`config.mk`:
```
export PLATFORM = sky130hd
export DESIGN_NAME = commit_sched_flat
export DESIGN_NICKNAME = d
export VERILOG_FILES = /design/src/rtl/commit_sched_if.sv /design/src/rtl/commit_sched.sv /design/src/flat_wrapper.sv
export SDC_FILE = /design/constraint.sdc
export NUM_CORES = 1
export LEC_CHECK = 0
export ABC_AREA = 1
export CAP_MARGIN = 20
export CORE_MARGIN = 4
export CORE_UTILIZATION = 40
export CTS_BUF_LIST = sky130_fd_sc_hd__clkbuf_8
export DETAILED_ROUTE_END_ITERATION = 7
export PLACE_DENSITY = 0.93
export SLEW_MARGIN = 20
export SYNTH_ARGS = -nofsm -noshare
export SYNTH_HDL_FRONTEND = slang
export SYNTH_SLANG_ARGS = --single-unit
```
`constraint.sdc`:
```
create_clock -name clk_in -period 1.8 [get_ports clk_in]
set_clock_uncertainty 0.15 [all_clocks]
set_input_delay 0.27 -clock clk_in [delete_from_list [all_inputs] [get_ports clk_in]]
set_output_delay 0.27 -clock clk_in [all_outputs]
set_load 0.01 [all_outputs]
```
`src/rtl/commit_sched_if.sv`:
```
// commit_sched_if: bundles the ROB-head, register-file write, LSB store
// handshake and flush/redirect signals of the commit scheduler.
//   master : the commit scheduler (drives rob_pop, st_commit_req, write_*,
//            clear_flag, redirect_*, commit_cnt; samples head_*, st_commit_ack)
//   slave  : the surrounding ROB / register file / LSB
interface commit_sched_if #(
    parameter int unsigned ROB_ID_W = 3
);
    logic                head_valid;
    logic                head_ready;
    logic [1:0]          head_type;
    logic [4:0]          head_rd;
    logic [ROB_ID_W-1:0] head_rob_id;
    logic [31:0]         head_val;
    logic                head_mispred;
    logic [31:0]         head_target;
    logic                rob_pop;
    logic                st_commit_req;
    logic                st_commit_ack;
    logic [4:0]          write_reg_id;
    logic [ROB_ID_W-1:0] write_ROB_id;
    logic [31:0]         write_val;
    logic                clear_flag;
    logic                redirect_valid;
    logic [31:0]         redirect_pc;
    logic [31:0]         commit_cnt;

    modport master (
        input  head_valid, head_ready, head_type, head_rd, head_rob_id, head_val,
               head_mispred, head_target, st_commit_ack,
        output rob_pop, st_commit_req, write_reg_id, write_ROB_id, write_val,
               clear_flag, redirect_valid, redirect_pc, commit_cnt
    );

    modport slave (
        output head_valid, head_ready, head_type, head_rd, head_rob_id, head_val,
               head_mispred, head_target, st_commit_ack,
        input  rob_pop, st_commit_req, write_reg_id, write_ROB_id, write_val,
               clear_flag, redirect_valid, redirect_pc, commit_cnt
    );
endinterface

```
`src/rtl/commit_sched.sv`:
```
// commit_sched: in-order commit sequencer between the ROB head, the register
// file write port and the LSB.
//   clk_in  : system clock
//   rst_in  : asynchronous active-low reset
//   rdy_in  : global ready; low pauses the block (state held, no pop, no write)
//   bus     : commit_sched_if.master (ROB head in, rob_pop, store handshake,
//             register write, clear_flag flush, PC redirect, commit_cnt)
// Optional: define COMMIT_SCHED_PERF_EN to build the commit_cnt counter;
// otherwise commit_cnt is tied to 0.
module commit_sched #(
    parameter int unsigned ROB_ID_W     = 3,
    parameter int unsigned FLUSH_CYCLES = 2
) (
    input logic             clk_in,
    input logic             rst_in,
    input logic             rdy_in,
    commit_sched_if.master  bus
);
    localparam logic [1:0] TypeStore  = 2'd1;
    localparam logic [1:0] TypeBranch = 2'd2;
    localparam logic [3:0] FlushLoad  = 4'(FLUSH_CYCLES - 1);

    typedef enum logic [1:0] {StIdle, StWaitSt, StFlush} state_e;

    state_e              state_q, state_d;
    logic [3:0]          flush_cnt_q, flush_cnt_d;
    logic                st_req_q, st_req_d;
    logic [4:0]          wr_reg_q, wr_reg_d;
    logic [ROB_ID_W-1:0] wr_rob_q, wr_rob_d;
    logic [31:0]         wr_val_q, wr_val_d;
    logic                clear_q, clear_d;
    logic                redir_valid_q, redir_valid_d;
    logic [31:0]         redir_pc_q, redir_pc_d;
    logic                rob_pop;

    always_comb begin
        state_d       = state_q;
        flush_cnt_d   = flush_cnt_q;
        st_req_d      = st_req_q;
        // Write port is a one-cycle strobe; also zero while paused.
        wr_reg_d      = 5'd0;
        wr_rob_d      = wr_rob_q;
        wr_val_d      = wr_val_q;
        clear_d       = clear_q;
        redir_valid_d = redir_valid_q;
        redir_pc_d    = redir_pc_q;
        rob_pop       = 1'b0;
        if (rdy_in) begin
            redir_valid_d = 1'b0;
            unique case (state_q)
                StIdle: begin
                    if (bus.head_valid && bus.head_ready) begin
                        if (bus.head_type == TypeStore) begin
                            st_req_d = 1'b1;
                            state_d  = StWaitSt;
                        end else begin
                            rob_pop  = 1'b1;
                            wr_reg_d = bus.head_rd;
                            wr_rob_d = bus.head_rob_id;
                            wr_val_d = bus.head_val;
                            if (bus.head_type == TypeBranch && bus.head_mispred) begin
                                redir_valid_d = 1'b1;
                                redir_pc_d    = bus.head_target;
                                clear_d       = 1'b1;
                                flush_cnt_d   = FlushLoad;
                                state_d       = StFlush;
                            end
                        end
                    end
                end
                StWaitSt: begin
                    if (bus.st_commit_ack) begin
                        rob_pop  = 1'b1;
                        st_req_d = 1'b0;
                        state_d  = StIdle;
                    end
                end
                StFlush: begin
                    if (flush_cnt_q == 4'd0) begin
                        clear_d = 1'b0;
                        state_d = StIdle;
                    end else begin
                        flush_cnt_d = flush_cnt_q - 4'd1;
                    end
                end
                default: state_d = StIdle;
            endcase
        end
    end

    always_ff @(posedge clk_in or negedge rst_in) begin
        if (!rst_in) begin
            state_q       <= StIdle;
            flush_cnt_q   <= 4'd0;
            st_req_q      <= 1'b0;
            wr_reg_q      <= 5'd0;
            wr_rob_q      <= '0;
            wr_val_q      <= 32'd0;
            clear_q       <= 1'b0;
            redir_valid_q <= 1'b0;
            redir_pc_q    <= 32'd0;
        end else begin
            state_q       <= state_d;
            flush_cnt_q   <= flush_cnt_d;
            st_req_q      <= st_req_d;
            wr_reg_q      <= wr_reg_d;
            wr_rob_q      <= wr_rob_d;
            wr_val_q      <= wr_val_d;
            clear_q       <= clear_d;
            redir_valid_q <= redir_valid_d;
            redir_pc_q    <= redir_pc_d;
        end
    end

    assign bus.rob_pop        = rob_pop;
    assign bus.st_commit_req  = st_req_q;
    assign bus.write_reg_id   = wr_reg_q;
    assign bus.write_ROB_id   = wr_rob_q;
    assign bus.write_val      = wr_val_q;
    assign bus.clear_flag     = clear_q;
    assign bus.redirect_valid = redir_valid_q;
    assign bus.redirect_pc    = redir_pc_q;

`ifdef COMMIT_SCHED_PERF_EN
    logic [31:0] commit_cnt_q, commit_cnt_d;

    always_comb begin
        commit_cnt_d = commit_cnt_q + 32'(rob_pop);
    end

    always_ff @(posedge clk_in or negedge rst_in) begin
        if (!rst_in) begin
            commit_cnt_q <= 32'd0;
        end else begin
            commit_cnt_q <= commit_cnt_d;
        end
    end

    assign bus.commit_cnt = commit_cnt_q;
`else
    assign bus.commit_cnt = 32'd0;
`endif
endmodule

```
`src/flat_wrapper.sv`:
```
// flat-port wrapper written by rule: the top's interface ports become plain ports
module commit_sched_flat 
#(
    parameter int unsigned ROB_ID_W     = 3,
    parameter int unsigned FLUSH_CYCLES = 2
)
  (clk_in, rst_in, rdy_in, bus_head_valid, bus_head_ready, bus_head_type, bus_head_rd, bus_head_rob_id, bus_head_val, bus_head_mispred, bus_head_target, bus_st_commit_ack, bus_rob_pop, bus_st_commit_req, bus_write_reg_id, bus_write_ROB_id, bus_write_val, bus_clear_flag, bus_redirect_valid, bus_redirect_pc, bus_commit_cnt);
  commit_sched_if #(.ROB_ID_W(ROB_ID_W)) bus_i ();
  input logic clk_in;
  input logic rst_in;
  input logic rdy_in;
  input wire logic [$bits(bus_i.head_valid)-1:0] bus_head_valid;
  input wire logic [$bits(bus_i.head_ready)-1:0] bus_head_ready;
  input wire logic [$bits(bus_i.head_type)-1:0] bus_head_type;
  input wire logic [$bits(bus_i.head_rd)-1:0] bus_head_rd;
  input wire logic [$bits(bus_i.head_rob_id)-1:0] bus_head_rob_id;
  input wire logic [$bits(bus_i.head_val)-1:0] bus_head_val;
  input wire logic [$bits(bus_i.head_mispred)-1:0] bus_head_mispred;
  input wire logic [$bits(bus_i.head_target)-1:0] bus_head_target;
  input wire logic [$bits(bus_i.st_commit_ack)-1:0] bus_st_commit_ack;
  output wire logic [$bits(bus_i.rob_pop)-1:0] bus_rob_pop;
  output wire logic [$bits(bus_i.st_commit_req)-1:0] bus_st_commit_req;
  output wire logic [$bits(bus_i.write_reg_id)-1:0] bus_write_reg_id;
  output wire logic [$bits(bus_i.write_ROB_id)-1:0] bus_write_ROB_id;
  output wire logic [$bits(bus_i.write_val)-1:0] bus_write_val;
  output wire logic [$bits(bus_i.clear_flag)-1:0] bus_clear_flag;
  output wire logic [$bits(bus_i.redirect_valid)-1:0] bus_redirect_valid;
  output wire logic [$bits(bus_i.redirect_pc)-1:0] bus_redirect_pc;
  output wire logic [$bits(bus_i.commit_cnt)-1:0] bus_commit_cnt;
  assign bus_i.head_valid = bus_head_valid;
  assign bus_i.head_ready = bus_head_ready;
  assign bus_i.head_type = bus_head_type;
  assign bus_i.head_rd = bus_head_rd;
  assign bus_i.head_rob_id = bus_head_rob_id;
  assign bus_i.head_val = bus_head_val;
  assign bus_i.head_mispred = bus_head_mispred;
  assign bus_i.head_target = bus_head_target;
  assign bus_i.st_commit_ack = bus_st_commit_ack;
  assign bus_rob_pop = bus_i.rob_pop;
  assign bus_st_commit_req = bus_i.st_commit_req;
  assign bus_write_reg_id = bus_i.write_reg_id;
  assign bus_write_ROB_id = bus_i.write_ROB_id;
  assign bus_write_val = bus_i.write_val;
  assign bus_clear_flag = bus_i.clear_flag;
  assign bus_redirect_valid = bus_i.redirect_valid;
  assign bus_redirect_pc = bus_i.redirect_pc;
  assign bus_commit_cnt = bus_i.commit_cnt;
  commit_sched #(.ROB_ID_W(ROB_ID_W), .FLUSH_CYCLES(FLUSH_CYCLES)) u_core (.clk_in(clk_in), .rst_in(rst_in), .rdy_in(rdy_in), .bus(bus_i));
endmodule
```
Yosys cells after proc, flatten, opt, wreduce, memory -nomap -nowiden
Index checks and enable logic that the tools add are counted.
{"block": "word_totals", "mem_bits_rw": 0, "mem_bits_ro": 0, "out_inout_bits": 108, "input_bits": 81, "latchBits": 0, "wordCells": 68, "reg_bits": 81, "n_memories": 0}
{"block": "classes", "n_shift": 0, "order_cmp": 0, "n_reduce_logical": 12, "n_addsub": 1, "mul": 0, "div_mod_pow": 0, "eq_ne": 12, "muxes": 33, "bitwise_logic": 1}
{"cell": "two-way mux 5 bit", "n": 4}
{"cell": "two-way mux 4 bit", "n": 4}
{"cell": "two-way mux 1 bit", "n": 15}
{"cell": "AND reduction 5 bit", "n": 3}
{"cell": "AND reduction 6 bit", "n": 2}
{"cell": "two-way mux 2 bit", "n": 5}
{"cell": "!= test 2 x 1 -> 1 bit (second input constant)", "n": 4}
{"cell": "one-hot mux 4 bit (2 select lines)", "n": 1}
{"cell": "!= test 2 bit (second input constant)", "n": 3}
{"cell": "one-hot mux 1 bit (2 select lines)", "n": 3}
{"cell": "one-hot mux 2 bit (3 select lines)", "n": 1}
{"cell": "== test 2 x 1 -> 1 bit (second input constant)", "n": 2}
{"cell": "== test 2 bit (second input constant)", "n": 2}
{"cell": "logical NOT 4 bit", "n": 1}
{"cell": "AND reduction 4 bit", "n": 1}
{"cell": "nonzero test 2 bit", "n": 2}
{"cell": "subtractor 4 x 1 -> 4 bit (second input constant)", "n": 1}
{"cell": "!= test 3 x 1 -> 1 bit (second input constant)", "n": 1}
{"cell": "logical AND 1 bit", "n": 2}
{"cell": "logical NOT 2 bit", "n": 1}
{"cell": "NOT 1 bit", "n": 1}

Depth between registers and ports, before layout
Gate-level depths: netlist of run 1.
{"block": "logic_depth", "word_depth": 6, "depth_mapped": 9, "ltp_nobuf": 9}

Worst setup path before layout of run 1
No wires, ideal clock.
{"block": "synth_path", "path_kind": "register to output", "startpoint": "register u_core.state_q[0]", "endpoint": "output port bus_rob_pop", "t_required_ns": 1.380, "path_buffers": 0, "arrival_ns": 1.011, "path_stages_with_launch": 6, "path_slack_ns": 0.369, "path_cell_list": "dfrtp_1 nor2_4 nand2_4 o22ai_1 inv_1 nor2_1"}
{"block": "synth_between", "elab_chain_len": 3, "elab_cells_between_ends": 4, "classes_between": "eq/ne (1); mux (2); reduce/logical (1)"}
{"item": "from (decl)", "line": "commit_sched.sv:25", "rtl": "state_e state_q, state_d;"}
{"item": "from (signal assigned)", "line": "commit_sched.sv:93", "rtl": "state_q <= StIdle;"}
{"item": "from (signal assigned)", "line": "commit_sched.sv:103", "rtl": "state_q <= state_d;"}
{"item": "== test 2 x 1 -> 1 bit / logical NOT 2 bit (equally long branches)", "line": "commit_sched.sv:50", "rtl": "unique case (state_q)"}
{"item": "one-hot mux 1 bit (2 select lines) (*)", "line": "commit_sched.sv:50"}
{"item": "two-way mux 1 bit (*)", "line": "commit_sched.sv:48", "rtl": "if (rdy_in) begin"}
{"item": "to (decl)", "line": "flat_wrapper.sv:21", "rtl": "output wire logic [$bits(bus_i.rob_pop)-1:0] bus_rob_pop;"}
Every way passes the cells marked *; elsewhere a longest branch is shown, timed or not.

Worst setup path in the final report of run 1
{"block": "layout_path", "startpoint": "register u_core.state_q[1]", "endpoint": "output port bus_rob_pop"}
The elaborated chain is that of the path after synthesis.

==> run summary, run 1 <==
The final layout contains 682 nets. End of the worst register-to-register path: u_core.bus.redirect_pc[24]. Dividing the detail-routed via count by the number of cells gives 4.52.

The ratio of total power to cell area is 1370 nW/µm². Of the cells placed in the final design, the portion with a size suffix greater than 1 is 8.28%. The tree is rooted in a clkbuf_8. The HPWL after detailed placement is 7.40 mm. For flop-to-flop paths, the worst setup slack is 110 ps.

The layout overhead on the synthesized area is 50.8%. The die boundary width was 104 µm. For the number of clock buffers inserted by TritonCTS, the log shows 9.

Prevailing post-synth register cell: dfrtp_1. Summed over all layers, the global routing overflow is 0. The floorplan step defined a core boundary enclosing 8810 µm².

The detail route stage leaves a number of antenna-violating nets equal to 0. With fillers left out, the area of the finished cells amounts to 5540 µm². The most frequent standard cell in the layout excluding fill and tap cells was nand2_1. The worst hold path was traced through 3 stages. In the synthesized netlist the async set-or-reset flop fraction comes to 100%. Worst-path maximum fanout: 3.

The start point of the worst hold path was bus_head_rd[3]. The logs give 0 for the final count of pins violating max slew and 17.7% for the global router's overall resource usage. CTS saw 81 sinks.

Overall power consumption after layout is estimated at 0.00760 W. Setup repair after global routing could not meet its margin everywhere. The clock-pin transition on the worst setup and hold timing paths was 80 ps.

The maximum ir drop on the vdd rail was 596 µV; the post-place instance area was 5290 µm². In the synthesized netlist, the number of instances is 427. The synthesized design contains 0 enable-type register cells. The first-pass GRT wire length is 15.8 mm.

Each instance of the synthesized netlist takes up on average 8.60 µm². The run gives 0 as the number of antenna violations at the first check in global routing. The largest net degree at the start of global routing was 82. Summing over every cut layer, the via total after detailed routing is 3221. The number of cells traversed by the worst register-to-register path was 8; the number of levels in the clock H-tree was 3. The critical path arrival was 1340 ps; the number of antenna repair diodes was 0.

The netlist uses 22 different library cells. The worst setup path is launched from a register. Summing every instance area after synthesis gives 3670 µm². The routed length per instance came out at 13.5 µm. The routed design has 9.62 mm of wire.

Sequential cells were found to cover 55.2% of the synthesized design area. Total number of yosys warnings: 0. The endpoint kind of the worst setup timing path is an output pin.

Derived from the worst setup path, the maximum achievable clock frequency is 567 MHz. The critical register-to-register path startpoint was u_core.state_q[1]. The logs give 2 for the maximum clock path buffer count and 10800 µm² for the area of the die. The setup path with the least slack is of type register to output pin.

The initial utilization of the core area, before any placement, comes to 41.7%. The via count of the first global-routing pass was 3256; the synthesis-stage register bit count was 81. The tools report the accumulated negative setup slack as 0 ps.

Number of violations reported at the end of detailed-routing iteration 0: 115. The reported max-cap violation count was 0. The routed design could run at a clock period as short as 1760 ps.

The minimum hold slack came out at 303 ps. The floorplan has 34 rows. The logs give 62.9% for the fraction of the core area covered by cells at the end of the flow and 2.82 nW for the static leakage.

The path class of the tightest hold or removal check is input pin to register. The count of final hold-check violations is 0. TritonCTS built the clock tree.

The number of design rule violations left after detail routing was 0. At the later pin of the worst-skew pair, clock insertion delay measures 340 ps. The worst hold path terminates at u_core.bus.write_reg_id[3]. The run finished with clean final reports. STA puts the critical path data required time at 1380 ps. The floorplan step set the die height to 104 µm. The top cell types in the final layout, fill and taps aside, are 202 x nand2_1, 154 x clkdlybuf4s50_1, 81 x dfrtp_1.

For this run, the detailed router's first-pass iteration total came to 4. Setup violations remaining at the end of the flow were counted as 0. The count of buffers added on input and output ports is 156.

The final cycle utilization of the critical path was 98.0%. The logs give 0.781 for the final weighted congestion in routability-driven placement and 189 for the count of boundary I/O pins.
timing repair:
| item | in CTS | in global routing |
|---|---|---|
| hold buffers | 1 | 0 |
| buffers inserted | 1 | 0 |
| resized for setup | 4 | 3 |
| pin swaps | 1 | 2 |
| setup endpoints to repair | 1 | 3 |
| endpoints found under the hold margin | 81 | 0 |
flip-flops by register name (all words and copies together), names as in the netlist:
name,cells
u_core.bus.redirect_pc,32
u_core.bus.write_val,32
u_core.bus.write_reg_id,5
u_core.flush_cnt_q,4
u_core.bus.write_ROB_id,3
u_core.state_q,2
u_core.bus.clear_flag,1
u_core.bus.redirect_valid,1
u_core.bus.st_commit_req,1
cell families after synthesis:
family	count (synthesis)	synth area share (%)
flip-flops	81	55.2
AO/OA/AOI/OAI	7	0.988
adder cells (fa/ha/maj)	2	0.681
buffers and inverters	69	12.5
AND/OR/NAND/NOR	267	30.6
other	1	0.102
metrics by stage:
stage | cells | setup WS, ps
floorplan | 458 | 369
global placement | 694 | -357
detailed placement | 694 | -345
CTS | 712 | 19.9
global route | 712 | -34.7
finish | 712 | 36.1
synthesized netlist by cell type, types with 2 or more instances:
cell type / instances / area [µm²]
nand2_1: 203 / 762
dfrtp_1: 81 / 2030
nand3_1: 40 / 200
buf_4: 38 / 285
inv_1: 19 / 71.3
nor2_1: 14 / 52.6
buf_6: 7 / 78.8
o21ai_0: 4 / 20.0
buf_2: 3 / 15.0
ha_1: 2 / 25.0
inv_2: 2 / 7.51
nand2_4: 2 / 22.5
nor2_2: 2 / 12.5
nor2_4: 2 / 22.5
worst max path at each step:
stage	startpoint	to	slack, ps
2_1_floorplan	u_core.state_q[0]	bus_rob_pop	370
3_3_place_gp	bus_head_valid	bus_rob_pop	-360
3_5_place_dp	bus_head_valid	bus_rob_pop	-350
4_1_cts	u_core.state_q[0]	bus_rob_pop	20
5_1_grt	u_core.state_q[1]	bus_rob_pop	-30
6_report	u_core.state_q[1]	bus_rob_pop	40
metal layers:
layer | wire [µm] | up-vias | track usage [%]
met5 | 0 | - | 0
met4 | 193 | 0 | 6.46
met3 | 607 | 20 | 4.23
met2 | 5030 | 109 | 31.7
met1 | 3790 | 1501 | 20.6
li1 | - | 1591 | -
power by group:
| part | switching [W] | internal [W] |
|---|---|---|
| registers | 0.000407 | 0.00251 |
| logic | 0.00149 | 0.00173 |
| clock network | 0.000647 | 0.000812 |
| total | 0.00255 | 0.00505 |
layout make-up:
cell class | instances | area (µm²)
clock buffers | 10 | 138
well taps | 108 | 135
repair buffers | 178 | 1760
fillers | 728 | 3270
inverters | 21 | 78.8
multi-input cells | 308 | 1320
flip-flops and latches | 81 | 2030
clock inverters | 6 | 83.8
worst max-delay path, cell delays in order (launching register included):
cell	delay, ps
dfrtp_1	430
nor2_4	150
nand2_4	60
o22ai_1	110
inv_1	50
nor2_1	70
buf_2	140
(Power assumes the default switching activity.)
==> inputs of run 2 (changes only) <==
DONT_BUFFER_PORTS = 1   (was unset)
PLACE_DENSITY = 0.66   (was 0.93)
==> run 2 against run 1 <==
The flow now finishes with violations (hold timing). Design area is 16% lower. Global-route usage fell by 0.69 points. Sequential cell count unchanged. Largest cell class unchanged. Largest power group is now registers.
==> run summary, run 2 (synthesis gave the netlist of run 1 again) <==
The worst pin sits at a relative slew slack of 58.4%. The tools report the half-perimeter wire length after detailed placement as 5.91 mm (was 7.40 mm). The gate family responsible for the most delay along the worst path was flip-flops (unchanged). The count of boundary I/O pins is 189 (unchanged). The first-pass GRT wire length came out at 15.0 mm (was 15.8 mm). The final cell area excluding filler cells is 4660 µm² (was 5540 µm²), and the remaining antenna violation count is 0 (unchanged).

The delay of the slowest critical-path stage is 440 ps (was 430 ps). Most used cells in the layout excluding fill and tap cells: 202 x nand2_1, 80 x dfrtp_1, 73 x dlygate4sd3_1 (was 202 x nand2_1, 154 x clkdlybuf4s50_1, 81 x dfrtp_1). The tools report the minimum hold slack as -542 ps (was 303 ps). The logs give 17.0% (was 17.7%) for the global router's overall resource usage and 10800 µm² (unchanged) for the area of the die. Largest net degree at the start of global routing: 82 (unchanged). The tools report the clock root buffer as clkbuf_8 (unchanged).

The die boundary width was 104 µm (unchanged); the number of search-and-repair iterations in the first detailed-routing pass was 4 (unchanged). The ratio of total power to cell area came out at 1410 nW/µm² (was 1370 nW/µm²). The flow ran to the end, but the final reports show violations.

The clock period minus worst slack was 1780 ps (was 1760 ps); the final weighted congestion in routability-driven placement was 0.799 (was 0.781). The logs give 2 (unchanged) for the maximum clock path buffer count and 2963 (was 3256) for the via count of the first global-routing pass. The internal power component was 0.00414 W (was 0.00505 W); the routed length per instance was 15.1 µm (was 13.5 µm). The final count of pins violating max slew was 0 (unchanged). The number of buffer cells added on primary ports is 0 (was 156). The clock latency on the worst-skew pair came out at 350 ps (was 340 ps).

The critical path arrival was 1360 ps (was 1340 ps); the setup slack after layout was 24.6 ps (was 36.1 ps). The final cycle utilization of the critical path is 98.6% (was 98.0%). The effective utilization at floorplan is 41.7% (unchanged).

The run gives 0 (unchanged) as the number of antenna repair diodes. Critical path cell sequence: inv_2 > nand2_2 > o22ai_4 > inv_2 > nor2_4 (was nor2_4 > nand2_4 > o22ai_1 > inv_1 > nor2_1 > buf_2). The worst hold-check path type was input pin to async pin (was input pin to register). The total number of placement rows was 34 (unchanged).

The run gives 9.40 mm (was 9.62 mm) as the sum of routed wire length over all layers. The number of buffers added to fix hold violations after cts was 73 (was 1); the clock sink count was 81 (unchanged). The buffers plus inverters on the worst setup path is 2 (unchanged), and the switching component of the power is 0.00242 W (was 0.00255 W). The path type of the worst setup path was register to output pin (unchanged). The cell with the biggest individual delay on the critical path was dfrtp_1 (unchanged).

For the number of antenna violations at the first check in global routing, the log shows 0 (unchanged). The count of final hold-check violations is 81 (was 0), and the maximum ir drop on the vdd rail is 635 µV (was 596 µV). The net count of the finished layout was 591 (was 682); the total congestion overflow after global routing was 0 (unchanged).

The switching share of total power was 36.9% (was 33.5%). Counting stages on the worst path, the most repeated cell is inv_2. Setup repair after global routing could not meet its margin everywhere.

The logs give 0 (unchanged) for the count of endpoints failing setup in the final report and 25.2% (was 19.2%) for the portion of total power attributed to the clock network. TritonCTS built the clock tree. The post-place instance area is 3580 µm² (was 5290 µm²), and the highest clock frequency the design can meet is 563 MHz (was 567 MHz). The core outline area is 8810 µm² (unchanged). The worst slack at placement came out at 170 ps (was -345 ps). The worst-path maximum fanout was 4 (was 3). The launching element type of the critical path is a register (unchanged). The most frequent standard cell in the layout excluding fill and tap cells is nand2_1 (unchanged). The number of clock buffers inserted by TritonCTS was 9 (unchanged); the static leakage was 2.50 nW (was 2.82 nW). Combinational group share of total power: 23.4% (was 42.5%).

For the pin with the worst max-slew slack, the measured transition is 623 ps. The data required time at the worst endpoint was 1380 ps (about the same); the via density per instance was 4.75 (was 4.52). The endpoint kind of the worst setup timing path is an output pin (unchanged). The total via count in the routed design is 2949 (was 3221), and the number of levels in the clock H-tree is 3 (unchanged). The fraction of final layout cells with drive strength greater than 1 is 9.16% (was 8.28%).

Part of the power in registers: 51.4% (was 38.3%). The layout overhead on the synthesized area works out to 26.8% (was 50.8%). For the number of violations reported at the end of detailed-routing iteration 0, the log shows 153 (was 115). Reported max-cap violation count: 0 (unchanged).

The final reports fail on hold timing. The clock-pin transition on the worst setup and hold timing paths is 90 ps (was 80 ps). The die extent in y was 104 µm (unchanged).

The number of design rule violations left after detail routing is 0 (unchanged).
## run 2: changes by cell type in the layout (fill, tap and decap cells not counted), moves of 3 or more
cell / before / now
inv_1: 20 / 17
dlygate4sd3_1: 1 / 73
buf_4: 19 / 14
clkdlybuf4s50_1: 154 / 0
buf_12: 3 / 0
## run 2: final timing paths
check	start	to	slack, ps	cells after the start
max in group asynchronous	rst_in	u_core.bus.redirect_pc[29]	1910	0
min in group clk_in	bus_head_type[0]	u_core.bus.redirect_pc[12]	50	3
min	rst_in	u_core.bus.redirect_pc[4]	-540	0
max	u_core.state_q[1]	bus_rob_pop	20	5
max reg2reg	u_core.state_q[1]	u_core.bus.write_val[19]	130	7
min reg2reg	u_core.flush_cnt_q[1]	u_core.flush_cnt_q[1]	370	2
## run 2: repair_timing
action                                  in CTS  in global routing
setup buffers                                4                  5
pin swaps                                    1                  3
gates resized for setup                      5                  3
endpoints found under the setup margin       1                  1
endpoints found under the hold margin      155                 81
## run 2: layout make-up
type	count	area (µm²)
clock buffer	10	138
tap	108	135
inverter	21	78.8
clock inverter	6	114
multi-input combinational	308	1330
sequential	81	2030
fill	783	4150
timing repair buffer	87	836
## run 2: stage by stage
step	total power, W	utilization [%]	hold slack (ps)	std cells	setup TNS (ps)
final	0.00656	52.9	-542	621	0
after global routing	0.00698	52.9	-579	621	-44.2
after CTS	0.00649	52.3	-570	616	0
after detailed placement	0.00460	40.7	-174	523	0
after global placement	0.00451	40.7	-173	523	0
after floorplan	0.00428	-	-176	458	0
## run 2: routing by layer
metal / vias up / wire length (µm) / global-route usage, %
met5: - / 0 / 0
met4: 0 / 350 / 9.02
met3: 31 / 631 / 4.29
met2: 133 / 4890 / 29.8
met1: 1382 / 3520 / 19.1
li1: 1403 / - / -
## run 2: power by group through the flow
stage	Sequential, W	Combinational (W)	Clock [W]
after floorplan	0.00322	0.00106	0
after global placement	0.00340	0.00111	0
after detailed placement	0.00341	0.00119	0
after CTS	0.00337	0.00141	0.00171
after global routing	0.00343	0.00176	0.00179
final	0.00337	0.00154	0.00165
==> inputs of run 3 (changes only) <==
CORE_ASPECT_RATIO = 1.5   (was unset)
==> run 3 against run 2 <==
The run still ends with hold timing left. Worst hold slack better by 5.5 ps. Sequential cell count unchanged. Clock-buffer cell count is the same. Critical path depth unchanged. Sequential share of layout area up 0.96 points. Fmax fell by 0.24%. Clock power fell by 24%. Setup slack worse by 4.2 ps. Sequential power about the same. Register-to-register slack about the same. Largest cell class unchanged.
==> run summary, run 3 (synthesis gave the netlist of run 1 again) <==
Setup repair after global routing could not meet its margin everywhere. The tools report the critical path arrival as 1360 ps (about the same). For the number of buffers added to fix hold violations after cts, the log shows 73 (unchanged). For the static leakage, the log shows 2.45 nW (was 2.50 nW). For the number of antenna violations at the first check in global routing, the log shows 0 (unchanged).

Cell with the biggest individual delay on the critical path: dfrtp_1 (unchanged). Portion of total power attributed to the clock network: 20.4% (was 25.2%). The worst hold-check path type is input pin to async pin (unchanged). Routed length per instance: 15.7 µm (was 15.1 µm). The number of antenna repair diodes is 0 (unchanged).

The die extent in y is 125 µm (was 104 µm). The remaining antenna violation count is 0 (unchanged), and the data required time at the worst endpoint is 1380 ps (about the same). The core outline area was 8880 µm² (was 8810 µm²).

The most used cell along the critical path was nor2_4 (was inv_2). For the number of clock buffers inserted by TritonCTS, the log shows 9 (unchanged). The run gives 4 (unchanged) as the number of search-and-repair iterations in the first detailed-routing pass. For the maximum clock path buffer count, the log shows 2 (unchanged).

The fraction of final layout cells with drive strength greater than 1 is 7.14% (was 9.16%). Delay of the slowest critical-path stage: 430 ps (was 440 ps). The half-perimeter wire length after detailed placement came out at 6.24 mm (was 5.91 mm). For the maximum ir drop on the vdd rail, the log shows 577 µV (was 635 µV). The run gives 340 ps (was 350 ps) as the clock latency on the worst-skew pair. The clock-pin transition on the worst setup and hold timing paths works out to 80 ps (was 90 ps). The path type of the worst setup path is register to output pin (unchanged).

Total via count in the routed design: 2920 (was 2949). The clock sink count was 81 (unchanged). The layout overhead on the synthesized area works out to 24.1% (was 26.8%). Violated checks: hold timing (unchanged). The number of violations reported at the end of detailed-routing iteration 0 was 178 (was 153).

Critical path cell sequence: nor2_4 > nand2_4 > o22ai_2 > inv_2 > nor2_4 (was inv_2 > nand2_2 > o22ai_4 > inv_2 > nor2_4). The logs give 17.8% (was 17.0%) for the global router's overall resource usage and 81 (unchanged) for the count of final hold-check violations. The run finished, with violations left. Instance count after placement with tap cells included: 523 (unchanged). The largest net degree at the start of global routing was 82 (unchanged).

The run gives 51.3% (was 52.9%) as the fraction of the core area covered by cells at the end of the flow. Most frequent standard cell in the layout excluding fill and tap cells: nand2_1 (unchanged). TritonCTS built the clock tree. The run gives 0 (unchanged) as the final count of pins violating max slew. Sum of routed wire length over all layers: 9.64 mm (was 9.40 mm). The gate family responsible for the most delay along the worst path was flip-flops (unchanged). The switching share of total power was 37.8% (was 36.9%); the die boundary width was 86.2 µm (was 104 µm).

The endpoint kind of the worst setup timing path was an output pin (unchanged). The minimum hold slack is -537 ps (was -542 ps), and the actual transition at the worst max-transition pin is 636 ps (was 623 ps). The number of levels in the clock H-tree is 3 (unchanged). Total congestion overflow after global routing: 0 (unchanged). The run gives 0.00380 W (was 0.00414 W) as the internal power component. The run gives 562 MHz (was 563 MHz) as the highest clock frequency the design can meet. Most used cells in the layout excluding fill and tap cells: 203 x nand2_1, 80 x dfrtp_1, 73 x dlygate4sd3_1 (was 202 x nand2_1, 80 x dfrtp_1, 73 x dlygate4sd3_1).

The clock root buffer was clkbuf_8 (unchanged). The effective utilization at floorplan is 41.3% (was 41.7%). Launching element type of the critical path: a register (unchanged).

The via count of the first global-routing pass is 2928 (was 2963), and the ratio of total power to cell area is 1340 nW/µm² (was 1410 nW/µm²). For the net count of the finished layout, the log shows 586 (was 591). The worst-case headroom to the max-slew limit came out at 57.6% (was 58.4%). The buffers plus inverters on the worst setup path came out at 1 (was 2). Number of design rule violations left after detail routing: 0 (unchanged).

The worst-path maximum fanout was 6 (was 4); the reported max-cap violation count was 0 (unchanged). Total power consumption of the routed design: 0.00611 W (was 0.00656 W). For the switching component of the power, the log shows 0.00231 W (was 0.00242 W). The count of endpoints failing setup in the final report came out at 0 (unchanged). For the area of the die, the log shows 10800 µm² (about the same). The final cycle utilization of the critical path was 98.9% (was 98.6%); the first-pass GRT wire length was 14.9 mm (was 15.0 mm). The combinational group share of total power was 24.1% (was 23.4%); the number of buffer cells added on primary ports was 0 (unchanged).

The final standard cell count with taps included and fillers excluded is 614 (was 621), and the count of boundary I/O pins is 189 (unchanged). The final weighted congestion in routability-driven placement was 0.757 (was 0.799). The total number of placement rows was 42 (was 34); the clock period minus worst slack was 1780 ps (about the same). The via density per instance is 4.76 (was 4.75), and the part of the power in registers is 55.5% (was 51.4%).
## run 3: cell types whose count changed in the layout (fill, tap and decap cells not counted), sizes merged
cell	change
buf	-5
bufinv	-2
clkinv	-1
clkinvlp	-1
## run 3: metal layers
layer / track usage (%) / up-vias / share of wire (%)
li1: - / 1388 / -
met1: 18.6 / 1368 / 34
met2: 30.8 / 138 / 54
met3: 6.45 / 26 / 8.9
met4: 8.90 / 0 / 3.1
met5: 0 / - / 0
## run 3: power groups by stage
stage	registers [W]	logic, W	clock network [W]
floorplan	0.00322	0.00106	0
global placement	0.00341	0.00112	0
detailed placement	0.00343	0.00118	0
CTS	0.00340	0.00139	0.00131
global route	0.00347	0.00172	0.00137
finish	0.00339	0.00147	0.00125
## run 3: final timing paths
path                                  startpoint                         end  slack [ps]  depth (start not counted)
max reg2reg                    u_core.state_q[1]    u_core.bus.write_val[22]         130                          7
min in group clk_in                       rdy_in           u_core.state_q[1]          40                          4
max                            u_core.state_q[1]                 bus_rob_pop          20                          5
min                                       rst_in  u_core.bus.redirect_pc[22]        -540                          0
max in group asynchronous                 rst_in     u_core.bus.write_val[3]        1900                          0
min reg2reg                u_core.flush_cnt_q[0]       u_core.flush_cnt_q[0]         350                          2
## run 3: layout make-up
class / instances / area (µm²)
fillers: 827 / 4320
clock buffers: 10 / 138
repair buffers: 82 / 823
multi-input cells: 308 / 1320
inverters: 21 / 78.8
clock inverters: 2 / 33.8
well taps: 110 / 138
flip-flops and latches: 81 / 2030
## run 3: worst reg2reg max path: stages (launching register included)
cell and delay (ps):
dfrtp_1 430, nor2_4 160, nand2_4 100, buf_12 140, nor2_8 90, inv_2 250, nand2_1 150, nand2_1 70
## run 3: timing repair
action,CTS,global route
pin swaps,1,3
endpoints found under the setup margin,1,1
resized for setup,4,2
setup buffers,3,3
hold endpoints to repair,154,81
## run 3: metrics by stage
step | setup TNS, ps | instance area (µm²) | worst slack (ps)
2_1_floorplan | 0 | 3790 | 369
3_3_place_gp | 0 | 3580 | 211
3_5_place_dp | 0 | 3580 | 149
4_1_cts | 0 | 4520 | 9.33
5_1_grt | -44.4 | 4560 | -41.5
6_report | 0 | 4560 | 20.4
